### config.mk
export PLATFORM = sky130hd
export DESIGN_NAME = clock_rate_scheduler
export DESIGN_NICKNAME = d
export VERILOG_FILES = /design/src/rtl/clk_pkg.sv /design/src/rtl/clock_rate_channel.sv /design/src/rtl/clock_rate_scheduler.sv
export SDC_FILE = /design/constraint.sdc
export NUM_CORES = 1
export LEC_CHECK = 0
export CORE_MARGIN = 3
export CORE_UTILIZATION = 60
export CTS_BUF_LIST = sky130_fd_sc_hd__clkbuf_8
export DETAILED_ROUTE_END_ITERATION = 12
export GPL_TIMING_DRIVEN = 0
export PLACE_DENSITY = 0.78
export SLEW_MARGIN = 20
export SYNTH_ARGS = -nofsm -noshare
export SYNTH_HDL_FRONTEND = slang
export SYNTH_SLANG_ARGS = --single-unit
### constraint.sdc
create_clock -name clock -period 2.45 [get_ports clock]
set_input_delay 0.49 -clock clock [delete_from_list [all_inputs] [get_ports clock]]
set_output_delay 0.49 -clock clock [all_outputs]
set_load 0.03 [all_outputs]
### src/rtl/clk_pkg.sv
// Shared clock-rate definitions: board clock, half-period helpers, standard rates
// and the configuration record used by the divider scheduler.
package clk_pkg;

    localparam int unsigned CLK_HZ    = 100_000_000;
    localparam int          PKG_CH_W  = 8;
    localparam int          PKG_CNT_W = 32;

    localparam logic [31:0] HALF_6P25MHZ = 32'd7;
    localparam logic [31:0] HALF_1MHZ    = 32'd49;
    localparam logic [31:0] HALF_1KHZ    = 32'd49_999;

    typedef struct packed {
        logic [PKG_CH_W-1:0]  ch;
        logic [PKG_CNT_W-1:0] half;
        logic                 enable;
    } cfg_t;

    // Output frequency is CLK_HZ / (2*(H+1)), so H = CLK_HZ/(2f) - 1.
    function automatic logic [31:0] hz_to_half(input int unsigned f);
        return 32'(CLK_HZ / (2 * f) - 1);
    endfunction

endpackage

### src/rtl/clock_rate_channel.sv
// One divider channel: half-period counter, 50% duty toggle, tick strobe and
// run state. Rate changes and stops are only honoured at a wrap.
module clock_rate_channel #(
    parameter int CNT_W = 32
) (
    input  logic             clock,
    input  logic             reset_n,
    input  logic             load,
    input  logic [CNT_W-1:0] half_in,
    input  logic             stop_req,
    output logic             div_clk,
    output logic             tick,
    output logic             active,
    output logic             wrap
);

    logic [CNT_W-1:0] cnt;
    logic [CNT_W-1:0] half;

    assign wrap = active && (cnt == half);

    always_ff @(posedge clock or negedge reset_n) begin
        if (!reset_n) begin
            cnt     <= '0;
            half    <= '0;
            div_clk <= 1'b0;
            tick    <= 1'b0;
            active  <= 1'b0;
        end else begin
            tick <= 1'b0;
            if (!active) begin
                if (load) begin
                    half    <= half_in;
                    cnt     <= '0;
                    div_clk <= 1'b0;
                    active  <= 1'b1;
                end
            end else if (cnt == half) begin
                cnt     <= '0;
                div_clk <= ~div_clk;
                tick    <= 1'b1;
                if (load) begin
                    half <= half_in;
                end
                // Stopping only from the high phase leaves the channel resting low.
                if (stop_req && div_clk) begin
                    active <= 1'b0;
                end
            end else begin
                cnt <= cnt + CNT_W'(1);
            end
        end
    end

endmodule

### src/rtl/clock_rate_scheduler.sv
// NUM_CH programmable clock dividers with a single-entry valid/ready config port;
// a pending entry is routed to its channel and retired once that channel applies it.
module clock_rate_scheduler
    import clk_pkg::*;
#(
    parameter int NUM_CH = 4,
    parameter int CNT_W  = 32,
    parameter int CH_W   = (NUM_CH > 1) ? $clog2(NUM_CH) : 1
) (
    input  logic              clock,
    input  logic              reset_n,
    input  logic              cfg_valid,
    output logic              cfg_ready,
    input  logic [CH_W-1:0]   cfg_ch,
    input  logic [CNT_W-1:0]  cfg_half,
    input  logic              cfg_enable,
    output logic              cfg_err,
    output logic [NUM_CH-1:0] ch_clk,
    output logic [NUM_CH-1:0] ch_tick,
    output logic [NUM_CH-1:0] ch_active,
    output logic              busy
);

    cfg_t              pend;
    logic              pend_vld;
    logic              xfer;
    logic              bad_ch;
    logic [31:0]       ch_ext;
    logic [NUM_CH-1:0] wrap;
    logic [NUM_CH-1:0] done;

    assign cfg_ready = ~pend_vld;
    assign busy      = pend_vld;
    assign xfer      = cfg_valid & cfg_ready;
    assign ch_ext    = 32'(cfg_ch);
    assign bad_ch    = (ch_ext >= 32'(NUM_CH));

    always_ff @(posedge clock or negedge reset_n) begin
        if (!reset_n) begin
            pend_vld <= 1'b0;
            pend     <= '0;
            cfg_err  <= 1'b0;
        end else begin
            cfg_err <= xfer && bad_ch;
            if (xfer && !bad_ch) begin
                pend_vld    <= 1'b1;
                pend.ch     <= PKG_CH_W'(cfg_ch);
                pend.half   <= PKG_CNT_W'(cfg_half);
                pend.enable <= cfg_enable;
            end else if (pend_vld && (|done)) begin
                pend_vld <= 1'b0;
            end
        end
    end

    for (genvar i = 0; i < NUM_CH; i++) begin : g_ch
        logic sel;

        assign sel = pend_vld && (pend.ch == PKG_CH_W'(i));
        // An idle channel takes (or discards) the entry at once; a running one waits for its wrap.
        assign done[i] = sel && (!ch_active[i] ||
                                 (wrap[i] && (pend.enable || ch_clk[i])));

        clock_rate_channel #(
            .CNT_W (CNT_W)
        ) u_ch (
            .clock    (clock),
            .reset_n  (reset_n),
            .load     (sel && pend.enable),
            .half_in  (CNT_W'(pend.half)),
            .stop_req (sel && !pend.enable),
            .div_clk  (ch_clk[i]),
            .tick     (ch_tick[i]),
            .active   (ch_active[i]),
            .wrap     (wrap[i])
        );
    end

endmodule

==> run_results.csv <==
group,metric,value,unit
route,first_pass_iters,5,
worst_setup_path,cpPeakStageDelay,420,ps
cells_and_area,register_area,7610,um^2
cells_and_area,fill_cells,1817,
synth,synth-edff-count,0,
global_routing,grt_pass1_wl,64.5,mm
outcome,status,"finished clean",
worst_setup_path,slowest_stage,"nor4_4",
synth,synth_ff_type,"dfrtp_1",
floorplan,num_rows,58,
synth,ys_seq_area_share,49.1,%
sta,finalCritPeriodShare,98.5,%
sta,rsz0062_at_grt,"yes",
cts,cts_max_path_buffers,3,
power_and_ir_drop,power_leakage,7.73,nW
worst_setup_path,cp_data_required_time,2920,ps
worst_setup_path,crit_arrival,2880,ps
synth,synth-async-reset-ratio,100,%
placement,gp_congestion,0.893,
floorplan,core_area,25300,um^2
sta,setup_viol,0,
worst_setup_path,startpoint_type,"flip-flop",
synth,synth_nets,1446,
sta,slew_headroom,46.0,%
synth,synthesis.area,15500,um^2
route,ant_nets,0,
global_routing,grt.total_usage,29.0,%
cts,clock_sinks,304,
route,via_count,11800,
sta,final.setup.tns,0,ps
sta,slew_viol_final,0,
cts,cts_root_buf,"clkbuf_8",
route,dr.first_iter.drc_count,1237,
sta,hold_viol,0,
floorplan,die_h,167,um
placement,post-dp-hpwl,27.9,mm
cells_and_area,stdcell_count,1887,
placement,dp_cells,1788,
cts,cts_tree,"yes",
power_and_ir_drop,ir_drop,0.000707,V
worst_setup_path,critical_path.top_delay_family,"buffers and inverters",
floorplan,start_util,61.2,%
cts,clock_latency,590,ps
global_routing,antenna_found_initial,1,
sta,fmax,414,MHz
cells_and_area,syn_to_final_growth,15.1,%
cells_and_area,final_common_cell,"dfrtp_1",
global_routing,grt_overflow,0,
placement,portBuffers,51,
floorplan,die_x,167,um
power_and_ir_drop,power.density,1080,nW/um^2
cts,numCtsBuffers,51,
cells_and_area,multiInputGateArea,7440,um^2
route,drt-vias-per-instance,6.23,
route,drt-wirelength-per-cell,21.7,um
route,wl,40.9,mm
worst_setup_path,worst-setup-path-type,"flip-flop to flip-flop",
cts,h-tree-depth,2,
floorplan,ios,53,
floorplan,die-area,27800,um^2
cells_and_area,mostFrequentLayoutCells,"dfrtp_1 (303), xnor2_1 (129), mux2_2 (107), nand2_1 (96), a21oi_1 (83)",
synth,avgSynthCellArea,11.0,um^2
job,cap_violations,0,
placement,place_area,16500,um^2
cells_and_area,stdcell_area,17800,um^2
cts,clk_pin_slew,60,ps
sta,skew,30.2,ps
synth,ys_types,52,
synth,ys_ff_latch,304,
worst_setup_path,endpoint_kind,"flip-flop",
cells_and_area,utilization,70.5,%
global_routing,grt_max_degree,90,
worst_setup_path,path_buf_inv,3,
sta,holdWs,453,ps
route,drc,0,
synth,yosysWarningCount,0,
global_routing,grt_pass1_vias,11800,
worst_setup_path,crit_chain,"buf_2 > xnor2_1 > nand4_1 > nor4_4 > a21boi_4 > buf_4 > clkbuf_1 > a22o_1",
synth,synth_cells,1404,
sta,period_needed,2410,ps
cells_and_area,fin_nets,1558,
cells_and_area,final_layout_size_suffix_gt1_share,20.2,%
hold_path,hp-class,"primary input to async pin",
worst_setup_path,critPathMaxFanout,10,
sta,tightest_slew,804,ps
==> flip-flops by register name, summed over array words and instances, names as in the netlist <==
| signal | count |
|---|---|
| busy | 1 |
| g_ch.u_ch.active | 4 |
| g_ch.u_ch.half | 128 |
| g_ch.u_ch.cnt | 128 |
| g_ch.u_ch.div_clk | 4 |
| pend | 35 |
| g_ch.u_ch.tick | 4 |
==> power by group <==
| group | switching (mW) | internal [mW] | leakage (nW) |
|---|---|---|---|
| Sequential | 2.02 | 6.48 | 3.95 |
| Combinational | 2.94 | 2.92 | 3.17 |
| Clock | 2.12 | 2.74 | 0.618 |
==> layout make-up <==
cell class,count,share of cell area (%)
Timing Repair Buffer,65,3.83
Multi-Input combinational cell,982,41.7
Clock inverter,27,1.16
Antenna cell,1,0.0140
Inverter,25,0.526
Sequential cell,304,42.6
Tap cell,330,2.31
Buffer,87,2.76
Clock buffer,66,5.09
==> kinds of logic after synthesis <==
| kind of cell | Yosys count | synth area share [%] |
|---|---|---|
| buffers and inverters | 118 | 3.83 |
| AND/OR/NAND/NOR | 388 | 13.3 |
| other | 1 | 0.0242 |
| AO/OA/AOI/OAI | 239 | 9.86 |
| adder cells (fa/ha/maj) | 4 | 0.323 |
| multiplexers | 215 | 15.9 |
| flip-flops | 304 | 49.1 |
| XOR/XNOR | 135 | 7.62 |
==> worst register-to-register path, stage by stage (launching register included) <==
cell and delay [ps]:
dfrtp_1 350, buf_2 180, xnor2_1 220, nand4_1 170, nor4_4 420, a21boi_4 160, buf_4 190, clkbuf_1 290
a22o_1 320
==> routing by layer <==
layer / GRT usage (%) / wire length (um) / part of all wire (%)
met2: 46.7 / 19300 / 47
met5: 0 / 0 / 0
met4: 10.6 / 1420 / 3.5
met3: 4.39 / 2890 / 7.1
met1: 40.4 / 17300 / 42
==> final timing paths <==
path                                      startpoint                   end  slack [ps]  depth (start not counted)
worst max-delay path             g_ch[3].u_ch.cnt[9]   g_ch[3].u_ch.cnt[1]          40                          8
worst max register to register   g_ch[3].u_ch.cnt[9]   g_ch[3].u_ch.cnt[1]          40                          8
worst min register to register  g_ch[3].u_ch.cnt[31]  g_ch[3].u_ch.cnt[31]         500                          1
max in group asynchronous                    reset_n  g_ch[1].u_ch.cnt[31]         400                          5
worst min-delay path                         reset_n  g_ch[0].u_ch.cnt[20]         450                          2
min in group clock              g_ch[3].u_ch.cnt[31]  g_ch[3].u_ch.cnt[31]         500                          1
==> metrics by stage <==
| step | worst slack (ps) | total power [mW] |
|---|---|---|
| 2_1_floorplan | 326 | 11.9 |
| 3_3_place_gp | -12270 | 13.8 |
| 3_5_place_dp | -312 | 14.1 |
| 4_1_cts | 5.02 | 19.1 |
| 5_1_grt | -38.9 | 20.1 |
| 6_report | 37.3 | 19.2 |
==> synthesized netlist by cell type, types with 5 or more instances <==
cell / instances / share of area [%]
a211oi_1: 9 / 0.44
a21o_1: 33 / 1.6
a21oi_1: 84 / 2.7
a22o_1: 39 / 2.2
a31oi_1: 20 / 0.81
and2_1: 14 / 0.56
and3_1: 35 / 1.4
and4_1: 10 / 0.56
buf_2: 28 / 0.90
buf_4: 19 / 0.92
buf_6: 6 / 0.44
clkbuf_1: 38 / 0.92
dfrtp_1: 304 / 49
inv_1: 23 / 0.56
mux2_1: 30 / 2.2
mux2_2: 107 / 7.8
mux2_4: 30 / 2.9
mux2i_1: 48 / 3.1
nand2_1: 96 / 2.3
nand3_1: 76 / 2.5
nand4_1: 71 / 2.9
nor2_1: 50 / 1.2
nor3_1: 10 / 0.32
nor4_1: 5 / 0.20
nor4_2: 5 / 0.40
o21ai_0: 40 / 1.3
xnor2_1: 130 / 7.3
xor2_1: 5 / 0.28
==> repair_timing <==
item,4_1_cts,5_1_grt
hold endpoints to repair,62,0
setup buffers,2,8
hold buffers,1,0
resized for setup,10,19
pin swaps,3,10
endpoints found under the setup margin,137,188
Power figures use the tool's default switching activity.
